<file path="src/rtl/spi_frame_arbiter_if.sv">
// Signal bundle between the frame arbiter, the payload muxes, the SPI master and the MCU ack line.
interface spi_frame_arbiter_if;
  logic [1:0] req_i;
  logic       rd_src_o;
  logic [3:0] rd_idx_o;
  logic [7:0] rd_data_i;
  logic [7:0] spi_tx_byte_o;
  logic       spi_tx_dv_o;
  logic       spi_tx_ready_i;
  logic       mcu_ack_i;
  logic [1:0] done_o;
  logic [1:0] err_o;
  logic       busy_o;

  modport master (
    input  req_i, rd_data_i, spi_tx_ready_i, mcu_ack_i,
    output rd_src_o, rd_idx_o, spi_tx_byte_o, spi_tx_dv_o, done_o, err_o, busy_o
  );

  modport slave (
    output req_i, rd_data_i, spi_tx_ready_i, mcu_ack_i,
    input  rd_src_o, rd_idx_o, spi_tx_byte_o, spi_tx_dv_o, done_o, err_o, busy_o
  );
endinterface

</file>
<file path="src/rtl/spi_frame_arbiter.sv">
// Shares one SPI byte master between key and aux frame requesters; adds a header,
// waits for MCU ack and retransmits on timeout.
module spi_frame_arbiter #(
  parameter int KEY_BYTES   = 8,
  parameter int AUX_BYTES   = 2,
  parameter int ACK_TIMEOUT = 600000,
  parameter int MAX_RETRY   = 3
) (
  input logic                 clk_i,
  input logic                 rstn_g_i,
  spi_frame_arbiter_if.master bus
);
  typedef enum logic [2:0] {IDLE, ISSUE, DRAIN, ACK_WAIT, RELEASE} state_t;

  state_t      state_q, state_d;
  logic        src_q, src_d, rr_last_q, rr_last_d;
  logic [4:0]  byte_cnt_q, byte_cnt_d;
  logic [3:0]  seq_q, seq_d;
  logic [3:0]  retry_q, retry_d;
  logic [19:0] tmo_q;
  logic [1:0]  ack_s;
  logic [7:0]  tx_byte_q, tx_byte_d;
  logic        tx_dv_q, tx_dv_d;
  logic [1:0]  done_q, done_d, err_q, err_d;
  logic [4:0]  len, cur;
  logic        ack, tmo_hit;

  assign ack     = ack_s[1];
  assign len     = src_q ? 5'(AUX_BYTES) : 5'(KEY_BYTES);
  assign tmo_hit = (tmo_q == 20'(ACK_TIMEOUT - 1));

  // byte_cnt has already advanced in DRAIN; step back so the read address stays put.
  assign cur = (state_q == DRAIN) ? byte_cnt_q - 5'd1 : byte_cnt_q;

  assign bus.rd_src_o      = src_q;
  assign bus.rd_idx_o      = (cur == 5'd0) ? 4'd0 : 4'(cur - 5'd1);
  assign bus.spi_tx_byte_o = tx_byte_q;
  assign bus.spi_tx_dv_o   = tx_dv_q;
  assign bus.done_o        = done_q;
  assign bus.err_o         = err_q;
  assign bus.busy_o        = (state_q != IDLE);

  always_ff @(posedge clk_i or negedge rstn_g_i) begin
    if (!rstn_g_i) begin
      state_q    <= IDLE;
      src_q      <= 1'b0;
      rr_last_q  <= 1'b1;
      byte_cnt_q <= '0;
      seq_q      <= '0;
      retry_q    <= '0;
      tmo_q      <= '0;
      ack_s      <= '0;
      tx_byte_q  <= '0;
      tx_dv_q    <= 1'b0;
      done_q     <= '0;
      err_q      <= '0;
    end else begin
      state_q    <= state_d;
      src_q      <= src_d;
      rr_last_q  <= rr_last_d;
      byte_cnt_q <= byte_cnt_d;
      seq_q      <= seq_d;
      retry_q    <= retry_d;
      tmo_q      <= (state_q == ACK_WAIT) ? tmo_q + 20'd1 : '0;
      ack_s      <= {ack_s[0], bus.mcu_ack_i};
      tx_dv_q    <= tx_dv_d;
      done_q     <= done_d;
      err_q      <= err_d;
      if (tx_dv_d) tx_byte_q <= tx_byte_d;
    end
  end

  always_comb begin
    state_d    = state_q;
    src_d      = src_q;
    rr_last_d  = rr_last_q;
    byte_cnt_d = byte_cnt_q;
    seq_d      = seq_q;
    retry_d    = retry_q;
    tx_byte_d  = tx_byte_q;
    tx_dv_d    = 1'b0;
    done_d     = '0;
    err_d      = '0;
    case (state_q)
      IDLE: if (|bus.req_i) begin
        src_d      = (bus.req_i == 2'b11) ? ~rr_last_q : bus.req_i[1];
        rr_last_d  = src_d;
        byte_cnt_d = '0;
        state_d    = ISSUE;
      end
      ISSUE: if (bus.spi_tx_ready_i) begin
        tx_dv_d    = 1'b1;
        tx_byte_d  = (byte_cnt_q == 5'd0) ? {src_q, 3'b000, seq_q} : bus.rd_data_i;
        byte_cnt_d = byte_cnt_q + 5'd1;
        state_d    = DRAIN;
      end
      DRAIN: if (!bus.spi_tx_ready_i)
        state_d = (byte_cnt_q <= len) ? ISSUE : ACK_WAIT;
      ACK_WAIT: begin
        // ack has priority over a coincident timeout
        if (ack) begin
          done_d[src_q] = 1'b1;
          seq_d         = seq_q + 4'd1;
          retry_d       = '0;
          state_d       = RELEASE;
        end else if (tmo_hit) begin
          if (retry_q < 4'(MAX_RETRY)) begin
            retry_d    = retry_q + 4'd1;
            byte_cnt_d = '0;
            state_d    = ISSUE;
          end else begin
            err_d[src_q] = 1'b1;
            seq_d        = seq_q + 4'd1;
            retry_d      = '0;
            state_d      = RELEASE;
          end
        end
      end
      RELEASE: if (!ack && bus.spi_tx_ready_i) state_d = IDLE;
      default: state_d = IDLE;
    endcase
  end
endmodule

</file>
<file path="src/flat_wrapper.sv">
// flat-port wrapper written by rule: the top's interface ports become plain ports
module spi_frame_arbiter_flat 
#(
  parameter int KEY_BYTES   = 8,
  parameter int AUX_BYTES   = 2,
  parameter int ACK_TIMEOUT = 600000,
  parameter int MAX_RETRY   = 3
)
  (clk_i, rstn_g_i, bus_req_i, bus_rd_data_i, bus_spi_tx_ready_i, bus_mcu_ack_i, bus_rd_src_o, bus_rd_idx_o, bus_spi_tx_byte_o, bus_spi_tx_dv_o, bus_done_o, bus_err_o, bus_busy_o);
  spi_frame_arbiter_if bus_i ();
  input logic clk_i;
  input logic rstn_g_i;
  input wire logic [$bits(bus_i.req_i)-1:0] bus_req_i;
  input wire logic [$bits(bus_i.rd_data_i)-1:0] bus_rd_data_i;
  input wire logic [$bits(bus_i.spi_tx_ready_i)-1:0] bus_spi_tx_ready_i;
  input wire logic [$bits(bus_i.mcu_ack_i)-1:0] bus_mcu_ack_i;
  output wire logic [$bits(bus_i.rd_src_o)-1:0] bus_rd_src_o;
  output wire logic [$bits(bus_i.rd_idx_o)-1:0] bus_rd_idx_o;
  output wire logic [$bits(bus_i.spi_tx_byte_o)-1:0] bus_spi_tx_byte_o;
  output wire logic [$bits(bus_i.spi_tx_dv_o)-1:0] bus_spi_tx_dv_o;
  output wire logic [$bits(bus_i.done_o)-1:0] bus_done_o;
  output wire logic [$bits(bus_i.err_o)-1:0] bus_err_o;
  output wire logic [$bits(bus_i.busy_o)-1:0] bus_busy_o;
  assign bus_i.req_i = bus_req_i;
  assign bus_i.rd_data_i = bus_rd_data_i;
  assign bus_i.spi_tx_ready_i = bus_spi_tx_ready_i;
  assign bus_i.mcu_ack_i = bus_mcu_ack_i;
  assign bus_rd_src_o = bus_i.rd_src_o;
  assign bus_rd_idx_o = bus_i.rd_idx_o;
  assign bus_spi_tx_byte_o = bus_i.spi_tx_byte_o;
  assign bus_spi_tx_dv_o = bus_i.spi_tx_dv_o;
  assign bus_done_o = bus_i.done_o;
  assign bus_err_o = bus_i.err_o;
  assign bus_busy_o = bus_i.busy_o;
  spi_frame_arbiter #(.KEY_BYTES(KEY_BYTES), .AUX_BYTES(AUX_BYTES), .ACK_TIMEOUT(ACK_TIMEOUT), .MAX_RETRY(MAX_RETRY)) u_core (.clk_i(clk_i), .rstn_g_i(rstn_g_i), .bus(bus_i));
endmodule
</file>
<file path="config.mk">
export PLATFORM = sky130hd
export DESIGN_NAME = spi_frame_arbiter_flat
export DESIGN_NICKNAME = d
export VERILOG_FILES = /design/src/rtl/spi_frame_arbiter_if.sv /design/src/rtl/spi_frame_arbiter.sv /design/src/flat_wrapper.sv
export SDC_FILE = /design/constraint.sdc
export NUM_CORES = 1
export LEC_CHECK = 0
export CELL_PAD_IN_SITES_DETAIL_PLACEMENT = 0
export CELL_PAD_IN_SITES_GLOBAL_PLACEMENT = 1
export CORE_MARGIN = 4
export CORE_UTILIZATION = 47
export DETAILED_ROUTE_END_ITERATION = 6
export GPL_ROUTABILITY_DRIVEN = 0
export GPL_TIMING_DRIVEN = 0
export PLACE_DENSITY_LB_ADDON = 0.12
export SLEW_MARGIN = 10
export SYNTH_ARGS = -nofsm -noshare
export SYNTH_HDL_FRONTEND = slang
export SYNTH_SLANG_ARGS = --single-unit
</file>
<file path="constraint.sdc">
create_clock -name clk_i -period 6.52 [get_ports clk_i]
set_input_delay 1.304 -clock clk_i [delete_from_list [all_inputs] [get_ports clk_i]]
set_output_delay 1.304 -clock clk_i [all_outputs]
set_load 0.1 [all_outputs]
</file>
After elaboration in Yosys (flattened, before gate mapping)
Index checks and enable logic that the tools add are counted.

Add/subtract/negate cells: 6. Equal/unequal tests: 15. $lt $le $gt $ge: 4. Muxes and demuxes: 37. Reduce and logical (&&, ||, !) cells: 16. Bitwise operators: 1.

Operators with widths (count): $mux W4 (8); $mux W5 (6); $mux W3 (7); $add A20 B1 Y20 const B (1); $eq A20 B20 Y1 const B (1); $mux W20 (1); $pmux W3 S5 (1); $pmux W5 S3 (1); $mux W2 (7); $logic_not A5 Y1 (2); $add A4 B1 Y4 const B (2); $mux W8 (1); $ne A2 B1 Y1 const B (4); $ne A2 B2 Y1 const B (4); $eq A3 B2 Y1 const B (2); $reduce_and A3 Y1 (2); $reduce_and A6 Y1 (1); $reduce_bool A3 Y1 (2); $add A5 B1 Y5 const B (1); $le A5 B5 Y1 (1); $reduce_and A5 Y1 (1); $sub A5 B1 Y5 const B (1); $lt A4 B2 Y1 const B (1); $mux W1 (4); other kinds (15) (17).

Bits in registers: 53. Output and inout bits: 19.

Logic depth before layout (Yosys ltp)
Gate-level depths: netlist (run 1).

Word-level depth: 8. Gate-level depth with buffers: 8.

Worst setup path before layout (run 1)
OpenSTA, ideal clock, no wires.

Kind: reg2out. Start point: register u_core.byte_cnt_q[0]. End point: output bus_rd_idx_o[2]. Data arrival time: 3.486 ns. Stages on the path, launching flop included: 8. Path buffers: 1. Slack: 1.730 ns. Cells stage by stage: dfrtp_1 -> clkbuf_1 -> inv_1 -> ha_1 -> nor4bb_1 -> xnor2_1 -> nand2_1 -> o21ai_0.

Cells in the longest elaborated chain, start to end: 4. Elaborated cells between the ends (all ways): 5. Those cells by class: add/sub: 2; mux: 2; reduce/logical: 1.

Ends and longest elaborated chain: start: declaration (line spi_frame_arbiter.sv:17) `logic [4:0] byte_cnt_q, byte_cnt_d;`; start signal: assignment (line spi_frame_arbiter.sv:61) `byte_cnt_q <= byte_cnt_d;`; $sub A5 B1 Y5 (line spi_frame_arbiter.sv:33) `assign cur = (state_q == DRAIN) ? byte_cnt_q - 5'd1 : byte_cnt_q;`; $mux W5 (*) (line spi_frame_arbiter.sv:33); $sub A4 B1 Y4 or $logic_not A5 Y1 (tied branches) (line spi_frame_arbiter.sv:36) `assign bus.rd_idx_o = (cur == 5'd0) ? 4'd0 : 4'(cur - 5'd1);`; $mux W4 (*) (line spi_frame_arbiter.sv:36); end: declaration (line flat_wrapper.sv:18) `output wire logic [$bits(bus_i.rd_idx_o)-1:0] bus_rd_idx_o;`.

Mark *: on every way between the ends. The rest lies on a longest branch, timed or not.

Worst setup path after layout (run 1)
Start point: register u_core.state_q[2]. End point: output bus_rd_idx_o[2].

Cells in the longest elaborated chain, start to end: 4. Elaborated cells between the ends (all ways): 5. Those cells by class: add/sub: 1; eq/ne: 1; mux: 2; reduce/logical: 1.

Ends and longest elaborated chain: start: declaration (line spi_frame_arbiter.sv:15) `state_t state_q, state_d;`; start signal: assignment (line spi_frame_arbiter.sv:58) `state_q <= state_d;`; $eq A3 B2 Y1 (*) (line spi_frame_arbiter.sv:33); $mux W5 (*) (line spi_frame_arbiter.sv:33); $sub A4 B1 Y4 or $logic_not A5 Y1 (tied branches) (line spi_frame_arbiter.sv:36); $mux W4 (*) (line spi_frame_arbiter.sv:36).

Marked as above.

==> impl_results.md, run 1 <==
- Synthesized area: roughly 0.0029 mm^2
- Top area cells in the synthesized netlist: dfrtp_1 (45%), ha_1 (3.9%), nor2_1 (3.5%)
- Initial core utilization: 0.4842
- Yosys warning count: 0
- Global-route wire length before repair: about 11000 um
- Final hold violations: 0
- Hpwl dp: between 4000 and 5000 um
- Area share of the largest cell type after synthesis: 0.4540
- Ports: 33
- Cts bufs inserted: 5
- Initial DRC Count: 164
- Hold WS: 0.3623 ns
- # port buffers: 32
- Final non-filler cell total: about 410
- H-Tree Depth: 2
- Routed WL: 6140 um
- Post-synthesis mux area share: 0.005238
- Hold Crit Class: reg -> reg
- Die ar.: 0.007412 mm^2
- Synth Area in Compound Gates: 0.1598
- GRT Overall Usage: 0.1836
- Final Cycle Share: 0.7267
- Xor/xnor share of the synthesized area: 0.05194
- Post-route DRC: 0
- Primary FF master, synth: dfrtp_1
- Average cell area after synthesis: roughly 10 um^2
- Setup Total Neg Slack: 0 ns
- Post-cts gate resize count: 0
- Router iterations before antenna repair: 4
- Largest family of logic cells by synthesized area: simple AND/OR/NAND/NOR gates
- P per Cell Area: 497.0 mW/mm^2
- Share of layout cells above drive strength 1: 0.08929
- Total number of vias: between 2000 and 2500
- Clock period minus final worst setup slack: around 4.7 ns
- Nets: 358
- Setup CP Type: reg -> out
- Dpl cell area: 0.003296 mm^2
- RSZ-0062 raised after global routing: no
- Largest fanout on the critical path: 10
- Die height: about 86 um
- Post-synth EDFFs: 0
- Antenna violations before repair: 0
- Clock Skew: roughly 0.0057 ns
- Worst-path clk slew: about 0.09 ns
- Post-synth top cells: dfrtp_1 (52), nor2_1 (27), nand2_1 (22)
- Tightest Pin Transition: slightly below 1 ns
- Setup bufs post-CTS: 0
- Crit. End Element: primary output
- Most common cell in the netlist: dfrtp_1
- Per-cell routed wire length: 14.94 um
- Bufs on Longest Clock Path: 2
- Worst endpoint required time: 5.22 ns
- Clk_lat worst skew: about 0.30 ns
- ANT cells: 0
- Total of max-cap violations: 0
- Crit path DAT: 3.43 ns
- Total Power: around 0.0017 W
- CTS Hold Bufs: 0
- Leak: 1.411 nW
- Core Region: 0.005921 mm^2
- Worst relative slew slack: 0.3518
- Antenna Violating Nets Remaining: 0
- Seq/Total Area, Yosys: 0.4631
- Num rows: 28
- Critical Path Start Type: flip-flop
- Largest net degree at the start of global routing: 29
- Placed Cells incl. Taps: 403
- Mapped Cells: between 200 and 300
- Number of global-route vias before repair: 2216
- P&R area growth vs syn: 18.33%
- Adder-cell share of the synthesized area: 0.03928
- Sink Count: 53
- Fin area: 0.003392 mm^2
- R2R Setup Slk: approximately 4.5 ns
- Fmax: between 200 and 250 MHz
- Fill count: 552
- GRT overflow: 0
- Clock Root Buffer: clkbuf_8
- Simple-gate share of the synthesized area: 0.2375
- TritonCTS clock tree: built
- Outcome: completed
- Die W: about 86 um
- Ys async rst share: 1.000
- Final Setup Violations: 0
- Routed vias/inst: about 5.7
- Synth area leader: dfrtp_1
- VDD IR max: about 0.00046 V
- Syn_nets: about 320
- Distinct cell type count after synthesis: 56
- FF+latch count, synth: 53
- Max Slew Vio Count: 0
## sequential cells by signal, summed over array words and instances, names as in the netlist
signal,flops
u_core.ack_s,2
u_core.bus.done_o,2
u_core.bus.err_o,2
u_core.bus.rd_src_o,1
u_core.bus.spi_tx_byte_o,8
u_core.bus.spi_tx_dv_o,1
u_core.byte_cnt_q,5
u_core.retry_q,4
u_core.rr_last_q,1
u_core.seq_q,4
u_core.state_q,3
u_core.tmo_q,20
## report_power, final
group          switching (W)  total [W]  internal, W  leakage [nW]
registers          0.0000601   0.000457     0.000397         0.688
clock network       0.000110   0.000196    0.0000864        0.0512
logic               0.000756    0.00103     0.000276         0.672
total               0.000926    0.00169     0.000759          1.41
## cell families (layout without fill, tap and decap cells)
family | Yosys count | in the layout
and+or+nand+nor | 119 | 119
AOI/OAI and AO/OA | 67 | 67
DFF | 53 | 53
buffers and inverters | 29 | 70
xor gates and xnor gates | 17 | 17
adders and majority gates | 9 | 9
muxes | 1 | 1
## cell usage in the layout, fill, tap and decap left out, types with 2 or more instances in the layout
master,instances
nand4_1,10
nor2b_1,2
clkdlybuf4s50_1,31
o311ai_0,4
nor2_1,27
inv_1,15
and3_1,6
clkbuf_1,8
a31oi_1,7
or3_1,2
dfrtp_1,52
and4_1,3
or2_2,3
a21boi_0,2
xor2_1,8
nand3_1,13
clkbuf_8,6
o211ai_1,5
o21ai_0,13
or4_1,4
xnor2_1,9
nor3_1,8
a211oi_1,2
nor4_1,2
nand2b_1,2
nand2_1,22
buf_2,4
a21oi_1,16
buf_4,3
o31ai_1,5
a41oi_1,2
o41ai_1,2
ha_1,9
and2_1,2
## stage by stage
| stage | setup WS [ns] | util |
|---|---|---|
| floorplan | 1.730 | - |
| global placement | 2.147 | 0.5541 |
| detailed placement | 2.112 | 0.5566 |
| CTS | 1.751 | 0.5729 |
| global route | 1.563 | 0.5729 |
| finish | 1.782 | 0.5729 |
## critical path: stages (launching register included)
cell	delay [ns]
dfrtp_1	0.38
buf_2	0.19
nor3b_1	0.60
o21ai_0	0.17
ha_1	0.26
or2_2	0.29
o21ai_0	0.08
clkdlybuf4s50_1	1.16
## layer usage
layer  vias up  track usage  part of all wire
li1       1158            -                 -
met1      1117       0.2881              0.54
met2        45       0.2516              0.42
met3         4      0.03650             0.041
met4         0      0.05612            0.0062
met5         -            0                 0
## final timing paths
kind,cells after the start,endpoint,from
min reg2reg,0,u_core.ack_s[1],u_core.ack_s[0]
max reg2reg,6,u_core.seq_q[1],u_core.tmo_q[0]
max in group asynchronous,2,u_core.rr_last_q,rstn_g_i
min in group asynchronous,1,u_core.tmo_q[16],rstn_g_i
min,0,u_core.ack_s[1],u_core.ack_s[0]
max,7,bus_rd_idx_o[2],u_core.state_q[2]
## final cells by class
| cell class | instances | area, um^2 | share of cell area |
|---|---|---|---|
| Multi-Input combinational cell | 213 | 1415 | 0.4172 |
| Sequential cell | 53 | 1328 | 0.3914 |
| Buffer | 14 | 67.56 | 0.01992 |
| Clock inverter | 2 | 13.76 | 0.004058 |
| Inverter | 15 | 56.30 | 0.01660 |
| Timing Repair Buffer | 33 | 335.3 | 0.09886 |
| Tap cell | 75 | 93.84 | 0.02767 |
| Clock buffer | 6 | 82.58 | 0.02435 |
No activity file was read; power rests on OpenSTA's default activity.
==> inputs of run 2 (changes only) <==
--- a/config.mk
+++ b/config.mk
@@ -8,7 +8,7 @@
 export CELL_PAD_IN_SITES_DETAIL_PLACEMENT = 0
 export CELL_PAD_IN_SITES_GLOBAL_PLACEMENT = 1
 export CORE_MARGIN = 4
-export CORE_UTILIZATION = 47
+export CORE_UTILIZATION = 39
 export DETAILED_ROUTE_END_ITERATION = 6
 export GPL_ROUTABILITY_DRIVEN = 0
 export GPL_TIMING_DRIVEN = 0
==> constraint.sdc (replaced) <==
create_clock -name clk_i -period 4.2 [get_ports clk_i]
set_input_delay 0.84 -clock clk_i [delete_from_list [all_inputs] [get_ports clk_i]]
set_output_delay 0.84 -clock clk_i [all_outputs]
set_load 0.1 [all_outputs]
==> run 2 against run 1 <==
  * Sequential power rose by 56%
  * First-iteration DRC count fell by 27%
  * Via count rose by 1.5%
  * Clock skew barely moved
  * Critical path depth did not move
  * Die area rose by 19%
  * Count of clock-buffer cells in the layout did not move
  * Flip-flop and latch count did not move
  * Worst hold slack improved by 0.0075 ns
==> impl_results.md, run 2 (synthesis results as in run 1) <==
- Crit. End Element: primary output
- Worst-path clk slew: 0.10 ns (about the same)
- Clock period minus final worst setup slack: around 4 ns
- P per Cell Area: 762.8 mW/mm^2 (+53%)
- Most frequent cells in the layout: dfrtp_1 (52), nor2_1 (27), clkdlybuf4s50_1 (27)
- GRT overflow: 0 (unchanged)
- Share of layout cells above drive strength 1: 0.08631 (-0.002976)
- TritonCTS clock tree: built
- Fmax: 250.7 MHz
- Critical Path Start Type: flip-flop
- Reg area: 0.001328 mm^2 (unchanged)
- Antenna Violating Nets Remaining: 0 (unchanged)
- Post-route DRC: 0 (unchanged)
- Number of global-route vias before repair: 2255 (+1.8%)
- Fin area: 0.003412 mm^2 (+0.59%)
- Commonest non-fill, non-tap cell in the layout: dfrtp_1
- Hold Path Stages: 0 (unchanged)
- VDD IR max: 0.0008907 V (+93%)
- Tightest Pin Transition: 0.9791 ns (+0.009919 ns)
- Sink Count: 53 (unchanged)
- ANT cells: 0 (unchanged)
- Largest fanout on the critical path: 10 (unchanged)
- # port buffers: 32 (unchanged)
- Total Power: 0.002603 W (+54%)
- Final Setup Violations: 0 (unchanged)
- Multi-input combinational cell area: 0.001415 mm^2 (unchanged)
- Setup Total Neg Slack: 0 ns (unchanged)
- Crit path DAT: 3.15 ns (-0.28 ns)
- Cts bufs inserted: 5 (unchanged)
- Final non-filler cell total: 432 (+5.1%)
- H-Tree Depth: 2 (unchanged)
- Largest net degree at the start of global routing: 31 (+6.9%)
- Initial DRC Count: 119 (-27%)
- Fill count: 718 (+30%)
- Die W: 93.73 um (+8.9%)
- Leak: 1.427 nW (+1.2%)
- Global-route wire length before repair: 11170 um (+2.3%)
- Max Slew Vio Count: 0 (unchanged)
- Max reg flops: 20 (unchanged)
- Bufs on Longest Clock Path: 2 (unchanged)
- Clock Skew: 0.005295 ns (-0.0004081 ns)
- Dpl cell area: 0.003322 mm^2 (+0.80%)
- Hold Crit Class: reg -> reg
- Routed WL: 6534 um (+6.4%)
- Hpwl dp: 4699 um (+6.4%)
- Placed Cells incl. Taps: 424 (+5.2%)
- Nets: 358 (unchanged)
- GRT Overall Usage: 0.1580 (-0.02556)
- Clock Root Buffer: clkbuf_8
- Final Cycle Share: 0.9499
- Per-cell routed wire length: 15.13 um (+1.2%)
- Antenna violations before repair: 0 (unchanged)
- RSZ-0062 raised after global routing: no
- Die height: 93.73 um (+8.9%)
- Initial core utilization: 0.4106 (-0.07358)
- Core Region: 0.006982 mm^2 (+18%)
- Final hold violations: 0 (unchanged)
- P&R area growth vs syn: 19.03%
- Worst relative slew slack: 0.3452 (-0.006633)
- Ports: 33 (unchanged)
- Setup bufs post-CTS: 0 (unchanged)
- Num rows: 30 (+7.1%)
- Worst reg2reg path depth: 6 (unchanged)
- Die ar.: 0.008785 mm^2 (+19%)
- Clk_lat worst skew: 0.30 ns (about the same)
- Routed vias/inst: 5.458 (-3.5%)
- Router iterations before antenna repair: 4 (unchanged)
- Outcome: completed
- Total number of vias: 2358 (+1.5%)
- Biggest register: u_core.tmo_q
- Total of max-cap violations: 0 (unchanged)
- Worst endpoint required time: 3.36 ns (-1.86 ns)
- Setup CP Type: reg -> out
==> run 2: cell count changes in the layout (fill, tap and decap cells not counted) <==
cell / change
clkbuf_1: +1
dlygate4sd2_1: +2
dlymetal6s2s_1: +2
clkbuf_8: -1
clkinv_2: -1
clkdlybuf4s50_1: -4
clkinv_4: -1
clkinvlp_4: +2
o21ai_0: -1
o21ai_1: +1
==> run 2: report_power, final <==
part           switching, W  leakage, nW  internal (W)
clock network      0.000172       0.0374      0.000118
logic               0.00118        0.702      0.000415
registers         0.0000974        0.688      0.000616
==> run 2: metal layers <==
layer / global-route usage / up-vias / wire (um)
li1: - / 1159 / -
met1: 0.2401 / 1148 / 3391
met2: 0.2348 / 46 / 2793
met3: 0.02804 / 5 / 285
met4: 0.03249 / 0 / 62
met5: 0 / - / 0
==> run 2: critical path, cell delays in order, from the launching register on <==
cell,delay [ns]
dfrtp_1,0.38
buf_2,0.18
nor3b_1,0.62
o21ai_0,0.17
ha_1,0.27
or2_2,0.30
o21ai_1,0.07
dlygate4sd2_1,0.86
==> run 2: through the flow <==
step	utilization	hold slack (ns)	setup WS [ns]
2_1_floorplan	-	0.3312	0.5021
6_report	0.4887	0.3698	0.2106
5_1_grt	0.4887	0.4016	0.007645
3_3_place_gp	0.4737	0.3372	0.2559
3_5_place_dp	0.4758	0.3549	0.2572
4_1_cts	0.4880	0.3781	0.0009959
==> run 2: final timing paths <==
| kind | end | startpoint | slack, ns |
|---|---|---|---|
| min | u_core.ack_s[1] | u_core.ack_s[0] | 0.37 |
| max in group asynchronous | u_core.rr_last_q | rstn_g_i | 3.06 |
| min reg2reg | u_core.ack_s[1] | u_core.ack_s[0] | 0.37 |
| max | bus_rd_idx_o[2] | u_core.state_q[2] | 0.21 |
| min in group asynchronous | u_core.bus.err_o[1] | rstn_g_i | 0.51 |
| max reg2reg | u_core.seq_q[1] | u_core.tmo_q[0] | 2.19 |
==> run 2: final cells by class <==
type / count / share of cell area
tap: 96 / 0.03520
clock buffer: 6 / 0.02127
buffer: 14 / 0.01980
sequential: 53 / 0.3891
inverter: 15 / 0.01650
multi-input combinational: 213 / 0.4147
timing repair buffer: 33 / 0.09901
clock inverter: 2 / 0.004400
==> run 2: repair_timing <==
action / 4_1_cts / 5_1_grt
hold buffers: 0 / 0
resized for setup: 2 / 2
setup endpoints to repair: 2 / 2
